File: src/rtl/slon5_pkg.sv
// Shared MD5 round constants, shift schedule and data types for the slon5 round core.
package slon5_pkg;

    localparam int STAGE_NUM = 64;

    typedef logic [127:0] state128_t;
    typedef logic [511:0] block512_t;
    typedef logic [31:0]  KTable_t [0:STAGE_NUM-1];

    typedef enum logic [1:0] {
        IDLE = 2'd0,
        RUN  = 2'd1,
        DONE = 2'd2
    } coreState_t;

    // Additive constants, one per step.
    localparam KTable_t K = '{
        32'hd76aa478, 32'he8c7b756, 32'h242070db, 32'hc1bdceee,
        32'hf57c0faf, 32'h4787c62a, 32'ha8304613, 32'hfd469501,
        32'h698098d8, 32'h8b44f7af, 32'hffff5bb1, 32'h895cd7be,
        32'h6b901122, 32'hfd987193, 32'ha679438e, 32'h49b40821,
        32'hf61e2562, 32'hc040b340, 32'h265e5a51, 32'he9b6c7aa,
        32'hd62f105d, 32'h02441453, 32'hd8a1e681, 32'he7d3fbc8,
        32'h21e1cde6, 32'hc33707d6, 32'hf4d50d87, 32'h455a14ed,
        32'ha9e3e905, 32'hfcefa3f8, 32'h676f02d9, 32'h8d2a4c8a,
        32'hfffa3942, 32'h8771f681, 32'h6d9d6122, 32'hfde5380c,
        32'ha4beea44, 32'h4bdecfa9, 32'hf6bb4b60, 32'hbebfbc70,
        32'h289b7ec6, 32'heaa127fa, 32'hd4ef3085, 32'h04881d05,
        32'hd9d4d039, 32'he6db99e5, 32'h1fa27cf8, 32'hc4ac5665,
        32'hf4292244, 32'h432aff97, 32'hab9423a7, 32'hfc93a039,
        32'h655b59c3, 32'h8f0ccc92, 32'hffeff47d, 32'h85845dd1,
        32'h6fa87e4f, 32'hfe2ce6e0, 32'ha3014314, 32'h4e0811a1,
        32'hf7537e82, 32'hbd3af235, 32'h2ad7d2bb, 32'heb86d391
    };

    // Rotate amounts repeat every four steps within each round of sixteen.
    localparam logic [4:0] SHIFT_TAB [0:15] = '{
        5'd7, 5'd12, 5'd17, 5'd22,
        5'd5, 5'd9,  5'd14, 5'd20,
        5'd4, 5'd11, 5'd16, 5'd23,
        5'd6, 5'd10, 5'd15, 5'd21
    };

    function automatic logic [4:0] getShift(input logic [5:0] stepIdx);
        return SHIFT_TAB[{stepIdx[5:4], stepIdx[1:0]}];
    endfunction

endpackage

File: src/rtl/slon5_step.sv
// One MD5 step as pure combinational logic: (step index, A/B/C/D, block) -> next A/B/C/D.
module slon5_step
    import slon5_pkg::*;
(
    input  logic [5:0]  stepIdx,
    input  logic [31:0] a,
    input  logic [31:0] b,
    input  logic [31:0] c,
    input  logic [31:0] d,
    input  block512_t   block,
    output logic [31:0] aNext,
    output logic [31:0] bNext,
    output logic [31:0] cNext,
    output logic [31:0] dNext
);

    logic [31:0] f;
    logic [3:0]  g;
    logic [31:0] tmp;
    logic [31:0] rotated;
    logic [4:0]  shiftAmt;

    // Pick the round's boolean function and message word index for this step.
    always_comb begin
        // NOTE: every variable written here gets a default first, so no path through the case can infer a latch.
        f = 32'h0;
        g = 4'h0;
        unique case (stepIdx[5:4])
            2'd0: begin
                f = (b & c) | (~b & d);
                g = stepIdx[3:0];
            end
            2'd1: begin
                f = (d & b) | (~d & c);
                g = 4'(stepIdx * 6'd5 + 6'd1);
            end
            2'd2: begin
                f = b ^ c ^ d;
                g = 4'(stepIdx * 6'd3 + 6'd5);
            end
            default: begin
                f = c ^ (b | ~d);
                g = 4'(stepIdx * 6'd7);
            end
        endcase
    end

    assign shiftAmt = getShift(stepIdx);
    assign tmp      = a + f + K[stepIdx] + block[{g, 5'd0} +: 32];
    // Shift amounts are never zero, so the right shift never reaches 32.
    assign rotated  = (tmp << shiftAmt) | (tmp >> (6'd32 - {1'b0, shiftAmt}));

    assign aNext = d;
    assign dNext = c;
    assign cNext = b;
    assign bNext = b + rotated;

endmodule

File: src/rtl/slon5_round_core.sv
// MD5 compression core: accepts a 512-bit block and chaining value, runs 64 steps
// UNROLL at a time, and offers the updated chaining value until it is taken.
module slon5_round_core
    import slon5_pkg::*;
#(
    parameter int UNROLL = 1
) (
    input  logic        clk,
    input  logic        rst,
    input  logic        in_valid,
    output logic        in_ready,
    input  block512_t   in_block,
    input  state128_t   in_state,
    output logic        out_valid,
    input  logic        out_ready,
    output state128_t   out_digest,
    output logic        busy,
    output logic [5:0]  step_idx
);

    if (!(UNROLL == 1 || UNROLL == 2 || UNROLL == 4 || UNROLL == 8 || UNROLL == 16)) begin : gBadUnroll
        $fatal(1, "slon5_round_core: UNROLL must be 1, 2, 4, 8 or 16");
    end

    localparam logic [5:0] STEP_INC  = 6'(UNROLL);
    localparam logic [5:0] LAST_BASE = 6'(STAGE_NUM - UNROLL);

    coreState_t  state;
    logic [5:0]  stepCnt;
    block512_t   msg;
    state128_t   savedState;
    state128_t   digestReg;
    logic [31:0] workA, workB, workC, workD;
    logic [31:0] finalA, finalB, finalC, finalD;

    // Chain UNROLL single-step instances; each stage feeds the next.
    for (genvar j = 0; j < UNROLL; j++) begin : gStep
        logic [31:0] aIn, bIn, cIn, dIn;
        logic [31:0] aOut, bOut, cOut, dOut;
        if (j == 0) begin : gFirst
            assign aIn = workA;
            assign bIn = workB;
            assign cIn = workC;
            assign dIn = workD;
        end else begin : gNext
            assign aIn = gStep[j-1].aOut;
            assign bIn = gStep[j-1].bOut;
            assign cIn = gStep[j-1].cOut;
            assign dIn = gStep[j-1].dOut;
        end
        slon5_step uStep (
            .stepIdx (stepCnt + 6'(j)),
            .a       (aIn),
            .b       (bIn),
            .c       (cIn),
            .d       (dIn),
            .block   (msg),
            .aNext   (aOut),
            .bNext   (bOut),
            .cNext   (cOut),
            .dNext   (dOut)
        );
    end

    assign finalA = gStep[UNROLL-1].aOut;
    assign finalB = gStep[UNROLL-1].bOut;
    assign finalC = gStep[UNROLL-1].cOut;
    assign finalD = gStep[UNROLL-1].dOut;

    // Handshake, step sequencing and final feed-forward addition.
    always_ff @(posedge clk) begin
        if (rst) begin
            state      <= IDLE;
            stepCnt    <= '0;
            // NOTE: the block store is a flop register rather than a RAM, so it clears with everything else.
            msg        <= '0;
            savedState <= '0;
            digestReg  <= '0;
            workA      <= '0;
            workB      <= '0;
            workC      <= '0;
            workD      <= '0;
        end else begin
            unique case (state)
                IDLE: begin
                    if (in_valid) begin
                        // NOTE: non-blocking assignments so every register samples pre-edge values, independent of statement order.
                        msg        <= in_block;
                        savedState <= in_state;
                        workA      <= in_state[31:0];
                        workB      <= in_state[63:32];
                        workC      <= in_state[95:64];
                        workD      <= in_state[127:96];
                        stepCnt    <= '0;
                        state      <= RUN;
                    end
                end
                RUN: begin
                    workA <= finalA;
                    workB <= finalB;
                    workC <= finalC;
                    workD <= finalD;
                    if (stepCnt == LAST_BASE) begin
                        digestReg <= {savedState[127:96] + finalD,
                                      savedState[95:64]  + finalC,
                                      savedState[63:32]  + finalB,
                                      savedState[31:0]   + finalA};
                        stepCnt   <= '0;
                        state     <= DONE;
                    end else begin
                        stepCnt <= stepCnt + STEP_INC;
                    end
                end
                DONE: begin
                    if (out_ready) begin
                        state <= IDLE;
                    end
                end
                default: state <= IDLE;
            endcase
        end
    end

    assign in_ready   = (state == IDLE);
    assign out_valid  = (state == DONE);
    assign busy       = (state != IDLE);
    assign step_idx   = (state == RUN) ? stepCnt : 6'd0;
    assign out_digest = digestReg;

endmodule

File: config.mk
export PLATFORM = sky130hd
export DESIGN_NAME = slon5_round_core
export DESIGN_NICKNAME = d
export VERILOG_FILES = /design/src/rtl/slon5_pkg.sv /design/src/rtl/slon5_step.sv /design/src/rtl/slon5_round_core.sv
export SDC_FILE = /design/constraint.sdc
export NUM_CORES = 2
export LEC_CHECK = 0
export ABC_AREA = 1
export CAP_MARGIN = 20
export CORE_ASPECT_RATIO = 1.5
export CORE_UTILIZATION = 51
export CTS_CLUSTER_DIAMETER = 120
export DETAILED_ROUTE_END_ITERATION = 10
export PLACE_DENSITY = 0.78
export SLEW_MARGIN = 10
export SYNTH_ARGS = -nofsm -noshare
export SYNTH_HDL_FRONTEND = slang
export SYNTH_SLANG_ARGS = --single-unit
File: constraint.sdc
create_clock -name clk -period 10.4 [get_ports clk]
set_input_delay 2.08 -clock clk [delete_from_list [all_inputs] [get_ports clk]]
set_output_delay 2.08 -clock clk [all_outputs]
set_load 0.02 [all_outputs]
==> results.cfg <==
[flow_run]
maxCapViolCount = 0

[yosys]
syn_inst = 8383
synth_edf_count = 0
synth.net_count = 9314
yosysWarnings = 0
synth_seq_cells = 904
avgSynthCellArea_um2 = 6.61
ys_seq_area_frac = 0.327
syn_area_um2 = 55400
ys_async_sr_fraction = 0
synth.distinct_cells = 65
ys.flop_type = dfxtp_1

[worst_setup_path]
cpMaxStageDelayCell = a2111oi_1
cp_top_family = simple AND/OR/NAND/NOR gates
cp.arrival_ns = 10.83
critPathBufInv = 17
crit_path_start = stepCnt[1]$_SDFFE_PP0P_
cp_common_cell = buf_4
critPathKind = reg2reg
worstPathMaxFanout = 7
endpoint_kind = flop
max_stage_delay_ns = 0.68
cp-start-kind = flop
r2r_start = stepCnt[1]$_SDFFE_PP0P_
required_ns = 10.98

[placement]
hpwlAfterDp_um = 212000
gp_congestion = 1.19
place_inst = 10700
place_area_um2 = 68400
portBuffers = 780

[finish]
design_area_um2 = 72500
drive_gt1_frac = 0.111
final_cell_mix = 1,521 x nor2_1, 1,370 x nand2_1, 943 x o21ai_0
fin_util = 0.675
stdcell_count = 10900
area_growth_pct = 31.0
fin_nets = 10300
layout_commonest_cell = nor2_1

[floorplan]
io_pins = 781
die_h_um = 406
start_util = 0.516
die_x_um = 271
core-area_um2 = 107000
rows = 147
die-area_um2 = 110000

[global_routing]
grt_pass1_vias = 63000
grt_max_degree = 257
grt_pass1_wl_um = 401000
grt.total_usage = 0.494
gr-total-overflow = 0
antenna_found_initial = 22

[clock_tree]
clk_path_buf_depth = 3
cts_buffers = 83
tritoncts = built
clock_latency_ns = 0.74
clkSlewWorstSetupHoldPaths_ns = 0.06
cts_num_sinks = 904
htree_num_levels = 3
cts-root-buf = clkbuf_16

[detailed_routing]
detail_route.wl_per_cell_um = 25.8
drc = 0
vias = 66500
ant_nets = 0
dr.pass1.iters = 8
via_per_inst = 6.11
drt_first_iter_violations = 8050
wl_um = 281000

[power_and_ir_drop]
p_per_area_nw_per_um2 = 239
vdd.ir_drop.worst_mv = 0.277
p_leak_uw = 0.0319
total_power_uw = 17400

[timing]
max_slew_margin = 0.108
setup_viol = 0
drv_slew = 0
fin_crit_sh = 0.986
min_period_ns = 10.25
grt_setup_unrepaired = true
skew_ns = 0.0634
max_freq_mhz = 97.5
tightest_slew_ns = 1.32
finalHoldViolCount = 0
finalSetupTns_ns = 0

[outcome]
outcome = complete, no violations

[hold_path]
min_path_type = reg2reg
min_from = msg[383]$_SDFFE_PP0P_
worst paths after layout:
check	to	slack, ns	cells past startpoint
max reg2reg	out_digest[62]$_SDFFE_PP0P_	0.15	54
max	out_digest[62]$_SDFFE_PP0P_	0.15	54
min	msg[383]$_SDFFE_PP0P_	0.47	2
min reg2reg	msg[383]$_SDFFE_PP0P_	0.47	2
per-layer routing:
layer / up-vias / part of all wire / global-route usage
met5: - / 0.00047 / 0
met4: 20 / 0.14 / 0.565
met3: 1497 / 0.10 / 0.140
met2: 4400 / 0.45 / 0.791
met1: 30500 / 0.31 / 0.486
li1: 30100 / - / -
logic make-up after synthesis:
| kind of cell | share of synthesized area |
|---|---|
| and+or+nand+nor | 0.274 |
| AOI/OAI and AO/OA | 0.216 |
| buffers and inverters | 0.0808 |
| DFF | 0.327 |
| adders and majority gates | 0.0742 |
| xor gates and xnor gates | 0.0283 |
| muxes | 0.000542 |
cell usage after synthesis, drive strengths merged, types with 63 or more instances:
master / n / area (µm²)
nand2: 1401 / 5320
ha: 218 / 2730
xnor2: 86 / 753
nand3: 689 / 3470
nor2: 1541 / 5800
o21ai: 1025 / 5150
a31oi: 193 / 1210
xor2: 93 / 815
fa: 69 / 1380
clkbuf: 444 / 1670
a32o: 63 / 631
dfxtp: 904 / 18100
a21oi: 553 / 2770
buf: 85 / 413
inv: 631 / 2380
final cells by class:
| cell class | count | area [µm²] |
|---|---|---|
| fill | 8981 | 34900 |
| multi-input combinational | 6315 | 33800 |
| sequential | 904 | 18100 |
| timing repair buffer | 1459 | 13400 |
| inverter | 635 | 2410 |
| clock buffer | 100 | 2240 |
| tap | 1415 | 1770 |
| clock inverter | 54 | 856 |
| antenna | 12 | 30.0 |
what timing repair did:
item | CTS | global route
hold buffers | 0 | 0
buffers inserted | 0 | 10
gates resized for setup | 6 | 228
endpoints found under the hold margin | 0 | 0
setup endpoints to repair | 7 | 21
pin swaps | 1 | 52
registers in the layout, indices dropped and copies added, names as in the netlist:
| register | cells |
|---|---|
| gStep.cIn | 32 |
| out_digest | 128 |
| gStep.aIn | 32 |
| gStep.dIn | 32 |
| msg | 512 |
| savedState | 128 |
| stepCnt | 6 |
| gStep.bIn | 32 |
| state | 2 |
worst min-delay path, delay by kind of cell, from the launching register on:
kind	cells	cell delay (ns)
AOI/OAI and AO/OA	1	0.06
DFF	1	0.30
buffers and inverters	1	0.07
where the power goes:
group | internal, µW | leakage [µW] | switching (µW) | total [µW]
registers | 3730 | 0.00745 | 389 | 4120
logic | 4090 | 0.0229 | 5640 | 9730
clock network | 1970 | 0.00150 | 1520 | 3500
total | 9800 | 0.0319 | 7550 | 17400
metrics by stage:
stage          hold WS (ns)  setup slack [ns]
4_1_cts               0.458           0.00749
5_1_grt               0.484            -0.326
3_5_place_dp          0.450            -0.151
3_3_place_gp          0.443            -0.158
2_1_floorplan         0.430             0.352
6_report              0.470             0.148
(Power assumes the default switching activity.)
